**src/rtl/sliced_comparator_if.sv**
```systemverilog
// sliced_comparator_if: request/result bundle between a requester and the sliced comparator
interface sliced_comparator_if #(parameter int WIDTH = 8);
  logic start;
  logic is_signed;
  logic [WIDTH-1:0] a;
  logic [WIDTH-1:0] b;
  logic busy;
  logic done;
  logic greater;
  logic equal;
  logic less;
  modport master (output start, is_signed, a, b, input busy, done, greater, equal, less);
  modport slave (input start, is_signed, a, b, output busy, done, greater, equal, less);
endinterface

```
**src/rtl/sliced_comparator.sv**
```systemverilog
// sliced_comparator: compares two operands SLICE bits per cycle, MSB slice first.
// Define CMP_EARLY_EXIT_EN to finish on the first differing slice instead of scanning all slices.
module sliced_comparator #(
  parameter int WIDTH = 8,
  parameter int SLICE = 2
) (
  input  logic clk,
  input  logic rst_n,
  sliced_comparator_if.slave bus
);
  localparam int NSLICE = WIDTH / SLICE;
  localparam int IW = NSLICE > 1 ? $clog2(NSLICE) : 1;
  localparam logic [1:0] IDLE = 2'd0, CMP = 2'd1, DONE = 2'd2;
  localparam logic [WIDTH-1:0] MSB = {1'b1, {(WIDTH-1){1'b0}}};
`ifdef CMP_EARLY_EXIT_EN
  localparam logic EARLY = 1'b1;
`else
  localparam logic EARLY = 1'b0;
`endif
  if (WIDTH % SLICE != 0) begin : g_bad_slice
    $error("WIDTH must be a multiple of SLICE");
  end
  logic [1:0] state, nxt;
  logic [WIDTH-1:0] a_q, b_q;
  logic [IW-1:0] idx;
  logic dec, gt_q, gr_q, eq_q, ls_q;
  logic [SLICE-1:0] sa, sb;
  logic diff, a_gt, last, accept, fin, res_diff, res_gt;
  assign sa = a_q[idx*SLICE +: SLICE];
  assign sb = b_q[idx*SLICE +: SLICE];
  assign diff = sa != sb;
  assign a_gt = sa > sb;
  assign last = idx == '0;
  assign accept = bus.start && state != CMP;
  assign fin = state == CMP && (last || (EARLY && diff));
  // an already-decided higher slice wins over anything seen in lower slices
  assign res_diff = dec | diff;
  assign res_gt = dec ? gt_q : a_gt;
  always_comb begin
    nxt = state == IDLE ? (bus.start ? CMP : IDLE) :
          state == CMP  ? (fin ? DONE : CMP) :
                          (bus.start ? CMP : IDLE);
  end
  always_ff @(posedge clk or negedge rst_n) begin
    if (!rst_n) begin
      state <= IDLE;
      a_q <= '0;
      b_q <= '0;
      idx <= '0;
      dec <= 1'b0;
      gt_q <= 1'b0;
      gr_q <= 1'b0;
      eq_q <= 1'b0;
      ls_q <= 1'b0;
    end else begin
      state <= nxt;
      if (accept) begin
        // offset-binary: flipping the sign bit makes signed order match unsigned order
        a_q <= bus.is_signed ? bus.a ^ MSB : bus.a;
        b_q <= bus.is_signed ? bus.b ^ MSB : bus.b;
        idx <= IW'(NSLICE - 1);
        dec <= 1'b0;
        gt_q <= 1'b0;
      end else if (state == CMP) begin
        idx <= last ? idx : idx - 1'b1;
        if (diff && !dec) begin
          dec <= 1'b1;
          gt_q <= a_gt;
        end
      end
      if (fin) begin
        gr_q <= res_diff & res_gt;
        eq_q <= ~res_diff;
        ls_q <= res_diff & ~res_gt;
      end
    end
  end
  assign bus.busy = state == CMP;
  assign bus.done = state == DONE;
  assign bus.greater = gr_q;
  assign bus.equal = eq_q;
  assign bus.less = ls_q;
endmodule

```
**src/flat_wrapper.sv**
```systemverilog
// flat-port wrapper written by rule: the top's interface ports become plain ports
module sliced_comparator_flat 
#(
  parameter int WIDTH = 8,
  parameter int SLICE = 2
)
  (clk, rst_n, bus_start, bus_is_signed, bus_a, bus_b, bus_busy, bus_done, bus_greater, bus_equal, bus_less);
  sliced_comparator_if #(.WIDTH(WIDTH)) bus_i ();
  input  logic clk;
  input  logic rst_n;
  input wire logic [$bits(bus_i.start)-1:0] bus_start;
  input wire logic [$bits(bus_i.is_signed)-1:0] bus_is_signed;
  input wire logic [$bits(bus_i.a)-1:0] bus_a;
  input wire logic [$bits(bus_i.b)-1:0] bus_b;
  output wire logic [$bits(bus_i.busy)-1:0] bus_busy;
  output wire logic [$bits(bus_i.done)-1:0] bus_done;
  output wire logic [$bits(bus_i.greater)-1:0] bus_greater;
  output wire logic [$bits(bus_i.equal)-1:0] bus_equal;
  output wire logic [$bits(bus_i.less)-1:0] bus_less;
  assign bus_i.start = bus_start;
  assign bus_i.is_signed = bus_is_signed;
  assign bus_i.a = bus_a;
  assign bus_i.b = bus_b;
  assign bus_busy = bus_i.busy;
  assign bus_done = bus_i.done;
  assign bus_greater = bus_i.greater;
  assign bus_equal = bus_i.equal;
  assign bus_less = bus_i.less;
  sliced_comparator #(.WIDTH(WIDTH), .SLICE(SLICE)) u_core (.clk(clk), .rst_n(rst_n), .bus(bus_i));
endmodule
```
**config.mk**
```make
export PLATFORM = sky130hd
export DESIGN_NAME = sliced_comparator_flat
export DESIGN_NICKNAME = d
export VERILOG_FILES = /design/src/rtl/sliced_comparator_if.sv /design/src/rtl/sliced_comparator.sv /design/src/flat_wrapper.sv
export SDC_FILE = /design/constraint.sdc
export NUM_CORES = 1
export LEC_CHECK = 0
export BUFFER_PORTS_ARGS = -buffer_cell sky130_fd_sc_hd__buf_4
export CAP_MARGIN = 5
export CORE_MARGIN = 1
export CORE_UTILIZATION = 55
export CTS_BUF_LIST = sky130_fd_sc_hd__clkbuf_8
export CTS_CLUSTER_DIAMETER = 40
export DETAILED_ROUTE_END_ITERATION = 10
export GPL_TIMING_DRIVEN = 1
export PLACE_DENSITY = 0.8
export SLEW_MARGIN = 10
export SYNTH_ARGS = -nofsm -noshare
export SYNTH_HDL_FRONTEND = slang
export SYNTH_SLANG_ARGS = --single-unit
```
**constraint.sdc**
```tcl
create_clock -name clk -period 2.67 [get_ports clk]
set_input_delay 0.4005 -clock clk [delete_from_list [all_inputs] [get_ports clk]]
set_output_delay 0.4005 -clock clk [all_outputs]
set_load 0.02 [all_outputs]
```
# ---- Word level (Yosys, flattened, before mapping)
# Cells that the tools add are included.
dict set report classes {
  n_reduce_logical 10
  magnitude_cmp 1
  n_addsub 1
  n_mux 16
  n_eq_ne 5
  n_shift 2
  bitwise_logic 7
}
# op count
set op_table {}
lappend op_table {{2-to-1 mux 8 bit} 2}
lappend op_table {{indexed part select 8 x 4 -> 2 bit} 2}
lappend op_table {{2-to-1 mux 2 bit} 6}
lappend op_table {{2-to-1 mux 1 bit} 8}
lappend op_table {{logical NOT 2 bit} 2}
lappend op_table {{NOT 1 bit} 4}
lappend op_table {{AND reduction 2 bit} 2}
lappend op_table {{nonzero test 2 bit} 2}
lappend op_table {{logical AND 1 bit} 3}
lappend op_table {{bitwise AND 1 bit} 2}
lappend op_table {{equality test 2 x 1 -> 1 bit (second input constant)} 1}
lappend op_table {{equality test 2 bit (second input constant)} 1}
lappend op_table {{greater-than comparator 2 bit} 1}
lappend op_table {{!= test 2 x 1 -> 1 bit (second input constant)} 1}
lappend op_table {{!= test 2 bit} 1}
lappend op_table {{!= test 2 bit (second input constant)} 1}
lappend op_table {{subtractor 2 x 1 -> 2 bit (second input constant)} 1}
lappend op_table {{logical NOT 1 bit} 1}
lappend op_table {{OR 1 bit} 1}
dict set report totals {
  register_bits 25
  word_cells 51
  in_bits 20
}

# ---- Logic depth before layout (Yosys ltp)
dict set report depth {
  depth_word 6
  depth_mapped 7
}

# ---- Least setup slack after synthesis
# No wires, ideal clock.
dict set report synth_path {
  kind {register -> register}
  startpoint {register u_core.idx[0]}
  endpoint {register u_core.gr_q, in the netlist u_core.bus.greater}
  setup_slack_ns 0.817
  setup_time_ns 0.121
  arrival_time_ns 1.733
  n_path_buf 1
  t_required_ns 2.549
  path_stages_with_launch 7
  cell_sequence {dfrtp_1 > buf_2 > mux4_2 > ha_1 > nand3b_1 > nor2b_1 > a22o_1}
}
dict set report synth_via {
  elab_chain_cells 4
  word_cells_on_any_way 9
}
# element line_no
set synth_lines {}
lappend synth_lines {{start: declaration} sliced_comparator.sv:25} ;# logic [IW-1:0] idx;
lappend synth_lines {{start signal: assignment} sliced_comparator.sv:61} ;# idx <= IW'(NSLICE - 1);
lappend synth_lines {{start signal: assignment} sliced_comparator.sv:65} ;# idx <= last ? idx : idx - 1'b1;
lappend synth_lines {{indexed part select 8 x 4 -> 2 bit (on tied branches)} {sliced_comparator.sv:29, sliced_comparator.sv:30}}
lappend synth_lines {{greater-than comparator 2 bit or != test 2 bit (tied branches)} {sliced_comparator.sv:32, sliced_comparator.sv:31}}
lappend synth_lines {{2-to-1 mux 1 bit or OR 1 bit (tied branches)} {sliced_comparator.sv:38, sliced_comparator.sv:37}}
lappend synth_lines {{bitwise AND 1 bit} sliced_comparator.sv:72} ;# gr_q <= res_diff & res_gt;
lappend synth_lines {{end signal: assignment} sliced_comparator.sv:72}
lappend synth_lines {{end: declaration} sliced_comparator.sv:26} ;# logic dec, gt_q, gr_q, eq_q, ls_q;
# Parallel ways exist; a longest one is shown, timed or not.
# A chain may end at the register's enable or synchronous reset.

# ---- Worst setup path in the final report
dict set report layout_path {
  startpoint {register u_core.idx[0]}
  endpoint {register u_core.gt_q}
}
dict set report layout_via {
  elab_chain_cells 5
  word_cells_on_any_way 10
}
# element line_no
set layout_lines {}
lappend layout_lines {{indexed part select 8 x 4 -> 2 bit (on tied branches)} {sliced_comparator.sv:29, sliced_comparator.sv:30}}
lappend layout_lines {{greater-than comparator 2 bit or != test 2 bit (tied branches)} {sliced_comparator.sv:32, sliced_comparator.sv:31}}
lappend layout_lines {{2-to-1 mux 1 bit or logical AND 1 bit (tied branches)} sliced_comparator.sv:66} ;# if (diff && !dec) begin
lappend layout_lines {{2-to-1 mux 1 bit or nonzero test 2 bit (tied branches)} -}
lappend layout_lines {{2-to-1 mux 1 bit or AND reduction 2 bit (tied branches)} -}
lappend layout_lines {{end signal: assignment} sliced_comparator.sv:68} ;# gt_q <= a_gt;
lappend layout_lines {{end: declaration} sliced_comparator.sv:26}
# Parallel ways exist; a longest one is shown, timed or not. The select of a mux whose other input is x is not followed.

==> results_dict.tcl <==
set metrics [dict create \
    outcome "complete, no violations" \
    synth_warnings 0 \
    vias_per_cell 5.49 \
    cellPowerDensity_mw_per_mm2 1250 \
    slowest_delay_ns 0.55 \
    grt_pass1_vias 786 \
    wl_met1_um 890 \
    period_needed_ns 2.01 \
    path_delay_family "multiplexers" \
    ys_seq_area_share_pct 52.4 \
    fp.dieH_um 48.6 \
    wl_per_cell_um 14.1 \
    utilization_pct 71.8 \
    grt_antenna_before_repair 0 \
    mostFrequentLayoutCells "25 x dfrtp_1, 24 x buf_4, 10 x o21ai_0" \
    cp_slowest_cell "mux4_2" \
    clkTransAtPathRegs_ns 0.08 \
    worstSetupEndpointType "flop" \
    grt_pass1_wl_mm 3.46 \
    cts_resized 0 \
    final_common_cell "dfrtp_1" \
    grt_setup_unrepaired "no" \
    synth_cells 89 \
    htree_levels 1 \
    multi_input_area_um2 522 \
    cts_setup_buffers 0 \
    initial_core_util_pct 59.6 \
    area_growth_pct 20.3 \
    ctsHoldBuffers 0 \
    hpwl_mm 1.53 \
    ir_drop_v 0.000705 \
    r2r_slack_ns 0.66 \
    max-cap-violations 0 \
    totalWireLength_mm 2.01 \
    cp.required_ns 2.87 \
    gr-total-overflow 0 \
    finalCritPeriodShare_pct 75.1 \
    max-slew-margin-rel_pct 78.4 \
    rows 16 \
    yosys.cell_types.count 24 \
    core-area_mm2 0.00200 \
    fin_nets 139 \
    place_congestion 0.804 \
    p_leak_nw 0.697 \
    drive_gt1_share_pct 40.9 \
    drc 0 \
    dr_wl_met2_um 997 \
    avgSynthCellArea_um2 13.4 \
    arrival_ns 2.21 \
    ys_seq_elements 25 \
    startpoint_type "flop" \
    finalMaxSlewViolations 0 \
    hold_viol_final 0 \
    cts.sinks 25 \
    cts_inserted_buffers 3 \
    antenna_left 0 \
    seq_area_um2 626 \
    hold_class "input pin to asynchronous set/reset pin" \
    cts_root_buf "clkbuf_8" \
    fin_tns_setup_ns 0 \
    grt_use_total_pct 19.6 \
    worstSkewPairLatency_ns 0.27 \
    cp.buffers_inverters 0 \
    clock_skew_ns 0.00364 \
    antenna_cells 0 \
    dr_wl_met3_um 74 \
    tightest_slew_ns 0.320 \
    drtPass1Iterations 3 \
    cts.path.max_buffers 2 \
    max_freq_ghz 0.499 \
    cts_tree "built" \
    syn_nets 112 \
    crit_path_max_fanout 7 \
    preCtsSetupSlack_ns 0.666 \
    dr_total_vias 779 \
    dieArea_mm2 0.00236 \
    synth_area_mm2 0.00119 \
    crit_chain "mux4_2 > ha_1 > a211oi_1 > mux2i_1" \
    drt_iter0_markers 7 \
    die_w_um 48.6 \
    n_fill_cell 146 \
    crit_type "flop to flop" \
    finalSetupViolations 0 \
    io_pins 25 \
    top_layer_used "met4" \
    grt_max_degree 26 \
    setup_ws_ns 0.664 \
    io_buffers 24 \
]
-- kinds of logic (layout without fill, tap and decap cells) --
family | after synthesis | in the layout | synth area share, %
DFF | 25 | 25 | 52.4
muxes | 19 | 19 | 23.8
AOI/OAI and AO/OA | 16 | 16 | 7.65
and+or+nand+nor | 14 | 14 | 7.65
buffers and inverters | 10 | 36 | 3.88
adders and majority gates | 3 | 3 | 3.14
xor gates and xnor gates | 2 | 2 | 1.47
-- final cells by class --
class / count / area share (%)
clock buffers: 3 / 2.87
clock inverters: 1 / 0.261
inverters: 8 / 2.09
multi-input cells: 54 / 36.3
flip-flops and latches: 25 / 43.6
well taps: 27 / 2.35
repair buffers: 24 / 12.5
-- layer usage --
layer	GRT usage (%)	vias to the layer above
met4	10.3	0
met3	3.14	5
li1	-	368
met5	0	-
met2	33.3	20
met1	23.9	386
-- state kept, by name, summed over array words and instances, names as in the netlist --
signal	cells
u_core.bus.greater	1
u_core.a_q	8
u_core.state	2
u_core.b_q	8
u_core.dec	1
u_core.bus.equal	1
u_core.gt_q	1
u_core.idx	2
u_core.bus.less	1
-- report_power, final --
group	switching (mW)	internal, mW
combinational	0.389	0.489
clock	0.118	0.103
sequential	0.136	0.565
-- Yosys cell counts --
cell type	count	area, um^2
inv_1	8	30.0
buf_2	1	5.00
nand3b_1	2	15.0
nor2_1	2	7.51
a22oi_1	1	7.51
o21a_1	1	7.51
a21oi_1	2	10.0
nand3_1	1	5.00
nor2b_1	4	25.0
o21ai_0	10	50.1
nand2b_4	1	13.8
xnor2_1	2	17.5
a22o_1	1	8.76
mux2i_1	1	10.0
nand2_4	1	11.3
dfrtp_1	25	626
nand2_1	2	7.51
mux2_4	7	105
a211oi_1	1	7.51
ha_1	3	37.5
buf_6	1	11.3
mux2_2	7	78.8
nand2b_1	1	6.26
mux4_2	4	90.1
-- worst paths after layout --
check                                 start                to  cells after the start
setup reg to reg              u_core.idx[0]       u_core.gt_q                      4
max in group asynchronous             rst_n   u_core.state[0]                      1
hold reg to reg            u_core.bus.equal  u_core.bus.equal                      2
min in group clk                   bus_b[5]     u_core.b_q[5]                      2
setup / recovery              u_core.idx[0]       u_core.gt_q                      4
hold / removal                        rst_n        u_core.dec                      1
-- through the flow --
step | std cells | total power [mW] | hold WS, ns | cell area (um^2)
CTS | 142 | 1.81 | 0.0266 | 1440
global route | 142 | 1.92 | 0.0342 | 1440
detailed placement | 138 | 1.59 | 0.320 | 1390
floorplan | 89 | 1.37 | 0.105 | 1190
global placement | 138 | 1.54 | 0.314 | 1390
finish | 142 | 1.80 | 0.0135 | 1440
-- worst register-to-register path: stages (launching register included) --
cell and delay [ns]:
dfrtp_1 0.53, mux4_2 0.56, ha_1 0.34, a211oi_1 0.31, mux2i_1 0.21
(Power assumes the default switching activity.)
